--- config.mk ---
export PLATFORM = sky130hd
export DESIGN_NAME = add_round_key_stage
export DESIGN_NICKNAME = d
export VERILOG_FILES = /design/src/rtl/aes_pkg.sv /design/src/rtl/ark_skid.sv /design/src/rtl/add_round_key_stage.sv
export SDC_FILE = /design/constraint.sdc
export NUM_CORES = 1
export LEC_CHECK = 0
export CAP_MARGIN = 20
export CORE_AREA = 2 2 202 204
export CTS_CLUSTER_DIAMETER = 30
export CTS_CLUSTER_SIZE = 14
export DETAILED_ROUTE_END_ITERATION = 16
export DIE_AREA = 0 0 204 206
export GPL_ROUTABILITY_DRIVEN = 0
export HOLD_SLACK_MARGIN = 0.02
export MAX_ROUTING_LAYER = met4
export PLACE_DENSITY = 0.62
export SETUP_SLACK_MARGIN = 0.15
export SLEW_MARGIN = 20
export SYNTH_ARGS = -nofsm -noshare
export SYNTH_HDL_FRONTEND = slang
export SYNTH_HIERARCHICAL = 1
export SYNTH_SLANG_ARGS = --single-unit
--- constraint.sdc ---
create_clock -name clk -period 2.3 [get_ports clk]
set_input_delay 0.575 -clock clk [delete_from_list [all_inputs] [get_ports clk]]
set_output_delay 0.575 -clock clk [all_outputs]
set_load 0.005 [all_outputs]
--- src/rtl/aes_pkg.sv ---
// Shared AES types and constants for the AddRoundKey pipeline stage.
package aes_pkg;

   typedef logic [127:0] state_t;
   typedef logic [3:0]   round_t;

   localparam int unsigned AES_NR_128 = 10;
   localparam int unsigned AES_NR_192 = 12;
   localparam int unsigned AES_NR_256 = 14;

   typedef struct packed {
      state_t data;
      round_t rnd;
      logic   last;
   } ark_beat_t;

   localparam int unsigned ARK_PAYLOAD_W = $bits(ark_beat_t);

   // A new block restarts at 1; a previous final round also wraps to 1.
   function automatic round_t next_round(round_t prev, logic first, round_t nr);
      if (first || prev == nr) begin
         return round_t'(1);
      end
      return prev + round_t'(1);
   endfunction

endpackage

--- src/rtl/ark_skid.sv ---
// Output register plus one skid entry; in_ready_o is a registered flag, never fed by out_ready_i.
module ark_skid #(
   parameter int unsigned Width = 133
) (
   input  logic             clk_i,
   input  logic             rst_ni,
   input  logic             in_valid_i,
   output logic             in_ready_o,
   input  logic [Width-1:0] in_data_i,
   output logic             out_valid_o,
   input  logic             out_ready_i,
   output logic [Width-1:0] out_data_o
);

   logic             out_valid_q;
   logic             skid_valid_q;
   logic [Width-1:0] out_q;
   logic [Width-1:0] skid_q;

   assign in_ready_o  = rst_ni & ~skid_valid_q;
   assign out_valid_o = out_valid_q;
   assign out_data_o  = out_q;

   always_ff @(posedge clk_i or negedge rst_ni) begin
      if (!rst_ni) begin
         out_valid_q  <= 1'b0;
         skid_valid_q <= 1'b0;
         out_q        <= '0;
         skid_q       <= '0;
      end else if (!out_valid_q || out_ready_i) begin
         // Output slot frees up: the parked beat goes first to keep ordering.
         if (skid_valid_q) begin
            out_valid_q  <= 1'b1;
            out_q        <= skid_q;
            skid_valid_q <= 1'b0;
         end else begin
            out_valid_q <= in_valid_i;
            if (in_valid_i) begin
               out_q <= in_data_i;
            end
         end
      end else if (in_valid_i && !skid_valid_q) begin
         skid_q       <= in_data_i;
         skid_valid_q <= 1'b1;
      end
   end

endmodule

--- src/rtl/add_round_key_stage.sv ---
// AES AddRoundKey stage with round tracking; define ARK_SKID_EN to add a 1-entry skid buffer
// that registers in_ready.
module add_round_key_stage
   import aes_pkg::*;
#(
   parameter int unsigned NR = AES_NR_128
) (
   input  logic         clk,
   input  logic         rst_n,
   input  logic         in_valid,
   output logic         in_ready,
   input  logic         in_first,
   input  logic [127:0] mix_data,
   input  logic [127:0] sr_data,
   input  logic [127:0] round_key,
   output logic         out_valid,
   input  logic         out_ready,
   output logic [127:0] out_data,
   output logic [3:0]   out_round,
   output logic         out_last
);

   localparam round_t NrR = round_t'(NR);

   round_t    rnd_q;
   round_t    rnd_d;
   ark_beat_t beat;
   ark_beat_t out_beat;
   logic      in_xfer;

   assign in_xfer = in_valid && in_ready;

   always_comb begin
      rnd_d     = next_round(rnd_q, in_first, NrR);
      beat.rnd  = rnd_d;
      beat.last = (rnd_d == NrR);
      // The final round skips MixColumns, so ShiftRows output feeds the key XOR.
      beat.data = (beat.last ? sr_data : mix_data) ^ round_key;
   end

   always_ff @(posedge clk or negedge rst_n) begin
      if (!rst_n) begin
         rnd_q <= '0;
      end else if (in_xfer) begin
         rnd_q <= rnd_d;
      end
   end

`ifdef ARK_SKID_EN
   ark_skid #(
      .Width(ARK_PAYLOAD_W)
   ) u_skid (
      .clk_i      (clk),
      .rst_ni     (rst_n),
      .in_valid_i (in_valid),
      .in_ready_o (in_ready),
      .in_data_i  (beat),
      .out_valid_o(out_valid),
      .out_ready_i(out_ready),
      .out_data_o (out_beat)
   );
`else
   logic      out_valid_q;
   ark_beat_t out_q;

   assign in_ready  = rst_n && (out_ready || !out_valid_q);
   assign out_valid = out_valid_q;
   assign out_beat  = out_q;

   always_ff @(posedge clk or negedge rst_n) begin
      if (!rst_n) begin
         out_valid_q <= 1'b0;
         out_q       <= '0;
      end else if (in_ready) begin
         out_valid_q <= in_valid;
         if (in_valid) begin
            out_q <= beat;
         end
      end
   end
`endif

   assign out_data  = out_beat.data;
   assign out_round = out_beat.rnd;
   assign out_last  = out_beat.last;

endmodule
==> results <==
[routing by layer]
layer  wire (um)  share of wire [%]
met1       17200                 41
met2       20300                 48
met3        3200                7.6
met4        1490                3.5
met5           0                  0
[through the flow]
stage	area (um2)	setup TNS [ns]	std cells
after detailed placement	14900	-3.66	2094
after CTS	15800	0	2136
final	16500	0	2144
after global routing	16500	-0.0204	2144
after floorplan	8380	0	1036
after global placement	14900	-0.524	2094
[flip-flops by register name, indices dropped and copies added (netlist names)]
name / cells
out_last: 1
out_valid: 1
out_data: 128
rnd_q: 4
[cells in the final DEF (no fill, tap or decap), drive strengths merged, types with 3 or more instances in the layout]
cell	n
o21ai	130
o21a	5
o31ai	4
nor3	4
clkdlybuf4s50	518
and3	3
a211o	125
nand3	250
nand4	125
a21boi	3
buf	114
clkinv	11
dfrtp	134
clkbuf	23
inv	5
nand2	134
[path summary, 6_finish.rpt]
path,from,end,slack (ns),depth (start not counted)
min,rst_n,out_data[48],0.21,2
min in group clk,out_data[10],out_data[10],0.47,2
max in group asynchronous,rst_n,rnd_q[3],1.09,3
max reg2reg,rnd_q[1],out_data[54],0.04,8
max,rnd_q[1],out_data[54],0.04,8
min reg2reg,out_data[10],out_data[10],0.47,2
[cell families after synthesis]
| family | after synthesis | share of synthesized area (%) |
|---|---|---|
| compound gates | 274 | 22.6 |
| buf+inv | 103 | 5.56 |
| fa+ha+maj | 2 | 0.299 |
| flops | 134 | 40.1 |
| simple gates | 522 | 31.3 |
| xor+xnor | 1 | 0.105 |
[power breakdown]
group	internal (mW)	switching, mW
Combinational	3.78	3.61
Sequential	2.95	0.358
Clock	1.50	1.18
Total	8.23	5.15
[cell type report]
type	instances	area, um2	share of cell area, %
clock buffers	18	439	2.67
flip-flops and latches	134	3360	20.4
repair buffers	642	6700	40.7
multi-input cells	799	5160	31.4
well taps	532	666	4.04
inverters	5	18.8	0.114
clock inverters	14	111	0.677
[worst max-delay path, delay by kind of cell (launching register included)]
family | cells | cell delay (ns)
compound gates | 2 | 0.42
flops | 1 | 0.44
fa+ha+maj | 1 | 0.20
buf+inv | 2 | 0.38
simple gates | 3 | 0.71
[timing repair]
action,in CTS,in global routing
buffers inserted,6,3
pin swaps,16,14
setup endpoints to repair,130,131
resized for setup,110,128
cloned,4,5
==> flow_summary.html <==
<table>
<tr><th>Metric</th><th>Value</th></tr>
<tr><th colspan="2">Layout</th></tr>
<tr><td>Relative area change from synthesis to final layout</td><td>97.0%</td></tr>
<tr><td>Number of antenna diodes</td><td>0</td></tr>
<tr><td>Filler Cells Inserted</td><td>between 4000 and 5000</td></tr>
<tr><td>Total number of nets in the final design</td><td>between 1500 and 2000</td></tr>
<tr><td>Final Util</td><td>41.0%</td></tr>
<tr><td>Ratio of cells with drive above 1 in the final layout</td><td>17.7%</td></tr>
<tr><th colspan="2">GRT</th></tr>
<tr><td>Number of global-route vias before repair</td><td>10700</td></tr>
<tr><td>Most crowded layer after global routing</td><td>met2</td></tr>
<tr><td>Wire length of the first global-routing pass</td><td>60.8 mm</td></tr>
<tr><td>Met3 layer usage reported by global route</td><td>4.48%</td></tr>
<tr><td>Total grt overflow</td><td>0</td></tr>
<tr><td>Maximum number of pins on one net before global-route repair</td><td>65</td></tr>
<tr><td>Global Route Usage Sum</td><td>19.3%</td></tr>
<tr><td>GRT met1 Usage</td><td>22.9%</td></tr>
<tr><td>Grt met2 use</td><td>31.3%</td></tr>
<tr><td>Antenna violations before repair</td><td>1</td></tr>
<tr><th colspan="2">STA</th></tr>
<tr><td>Hold violation count in the final report</td><td>0</td></tr>
<tr><td>Worst clock skew on the final layout</td><td>between 0.01 and 0.015 ns</td></tr>
<tr><td>Tightest slew margin relative to the limit</td><td>60.4%</td></tr>
<tr><td>Setup-violating endpoint count in the final report</td><td>0</td></tr>
<tr><td>Unrepaired setup endpoints after global routing</td><td>yes</td></tr>
<tr><td>Final count of pins violating max slew</td><td>0</td></tr>
<tr><td>Final critical-path required period</td><td>2.26 ns</td></tr>
<tr><td>Worst-case hold slack</td><td>0.206 ns</td></tr>
<tr><td>Max frequency</td><td>about 440 MHz</td></tr>
<tr><td>Final cycle utilization of the critical path</td><td>98.3%</td></tr>
<tr><td>Slew at the pin with the worst max-slew slack</td><td>0.593 ns</td></tr>
<tr><td>Minimum setup slack in the final design</td><td>0.0398 ns</td></tr>
<tr><th colspan="2">Clock network</th></tr>
<tr><td>Hold Buf Count CTS</td><td>0</td></tr>
<tr><td>Sink count of the clock tree</td><td>approximately 130</td></tr>
<tr><td>CTS tree</td><td>built</td></tr>
<tr><td>Latest clock arrival within the worst-skew pair</td><td>0.45 ns</td></tr>
<tr><td># H-tree levels</td><td>4</td></tr>
<tr><td>Number of buffers created by CTS</td><td>17</td></tr>
<tr><td>CTS Root Cell</td><td>sky130_fd_sc_hd__clkbuf_16</td></tr>
<tr><td>Clock edge transition at the registers on the reported setup and hold paths</td><td>0.07 ns</td></tr>
<tr><td>Max Root-Sink Buffers</td><td>2</td></tr>
<tr><th colspan="2">Synthesis</th></tr>
<tr><td>Most common cell in the netlist</td><td>sky130_fd_sc_hd__nand3_1</td></tr>
<tr><td>Number of instances in the synthesized netlist</td><td>a little over 1000</td></tr>
<tr><td>Most used flip-flop cell after synthesis</td><td>sky130_fd_sc_hd__dfrtp_1</td></tr>
<tr><td>Synth area leaders</td><td>sky130_fd_sc_hd__dfrtp_1 40%, sky130_fd_sc_hd__nand3_1 15%, sky130_fd_sc_hd__a211o_1 13%</td></tr>
<tr><td>Post-synthesis net count</td><td>1427</td></tr>
<tr><td>EDFF count, synth</td><td>0</td></tr>
<tr><td>Sequential area share after synthesis</td><td>40.1%</td></tr>
<tr><td>Mapped cell area</td><td>0.00836 mm2</td></tr>
<tr><td>Ys async rst share</td><td>100%</td></tr>
<tr><td>List of most frequent post-synthesis cells</td><td>250 x sky130_fd_sc_hd__nand3_1, 134 x sky130_fd_sc_hd__dfrtp_1, 134 x sky130_fd_sc_hd__nand2_1</td></tr>
<tr><td>Mean area per synthesized cell</td><td>~8.1 um2</td></tr>
<tr><td>Number of flip-flops and latches in the synthesized netlist</td><td>134</td></tr>
<tr><td>Number of distinct library cells after synthesis</td><td>36</td></tr>
<tr><td>Yosys Warn Count</td><td>6</td></tr>
<tr><td>Dominant cell type by area after synthesis</td><td>sky130_fd_sc_hd__dfrtp_1</td></tr>
<tr><td>Area share of the largest cell type after synthesis</td><td>approximately two fifths</td></tr>
<tr><th colspan="2">Route</th></tr>
<tr><td>Count of antenna-violating nets left after detailed routing</td><td>0</td></tr>
<tr><td>Wirelength, routed</td><td>~42 mm</td></tr>
<tr><td>First DRT Iteration DRCs</td><td>608</td></tr>
<tr><td>Drt first pass iters</td><td>5</td></tr>
<tr><td>Post-DR vias/cell</td><td>approximately 5</td></tr>
<tr><td>DRC violations left</td><td>0</td></tr>
<tr><td>Count of vias placed by the detailed router</td><td>11000</td></tr>
<tr><td>Detailed-route wire length per cell</td><td>slightly below 20 um</td></tr>
<tr><th colspan="2">Setup path</th></tr>
<tr><td>Crit path DAT</td><td>2.63 ns</td></tr>
<tr><td>Type of element launching the critical path</td><td>register</td></tr>
<tr><td>CP peak stage delay</td><td>roughly 0.51 ns</td></tr>
<tr><td>Critical-path cell with the highest stage delay</td><td>sky130_fd_sc_hd__or4b_4</td></tr>
<tr><td>Critical path required time</td><td>~2.7 ns</td></tr>
<tr><td>Worst Setup Path Type</td><td>register to register</td></tr>
<tr><td>Kind of end point of the critical path</td><td>register</td></tr>
<tr><td>Chain of cells forming the critical path</td><td>ha_2, or4b_4, o21ai_4, buf_12, buf_12, nand3_1, a211o_1, nand3_1</td></tr>
<tr><td>Maximum net fanout on the critical path</td><td>14</td></tr>
<tr><th colspan="2">Die</th></tr>
<tr><td>Die Height</td><td>206 um</td></tr>
<tr><td>IO Count</td><td>524</td></tr>
<tr><td>Placeable Area</td><td>0.0402 mm2</td></tr>
<tr><td>Initial Utilization</td><td>20.8%</td></tr>
<tr><td>Standard-cell rows</td><td>74</td></tr>
<tr><td>Floorplan die area</td><td>0.0420 mm2</td></tr>
<tr><td>Overall die width</td><td>204 um</td></tr>
<tr><th colspan="2">Power and ir drop</th></tr>
<tr><td>Power per cell area</td><td>813 mW/mm2</td></tr>
<tr><td>Leakage power</td><td>6.33 nW</td></tr>
<tr><td>Total power of the final layout</td><td>13.4 mW</td></tr>
<tr><td>Maximum VDD drop</td><td>roughly 0.53 mV</td></tr>
<tr><th colspan="2">Worst hold path</th></tr>
<tr><td>Tightest Hold Check Type</td><td>input pin to async pin</td></tr>
<tr><th colspan="2">Place</th></tr>
<tr><td>Port bufs</td><td>between 500 and 600</td></tr>
<tr><td>Hpwl dp</td><td>30.3 mm</td></tr>
<tr><td>Worst slack at placement</td><td>-0.119 ns</td></tr>
<tr><th colspan="2">Status</th></tr>
<tr><td>Outcome</td><td>complete, no violations</td></tr>
<tr><th colspan="2">Job</th></tr>
<tr><td>Count of max-cap constraint violations</td><td>0</td></tr>
</table>
Note: power is estimated with default switching activity, not from simulation.
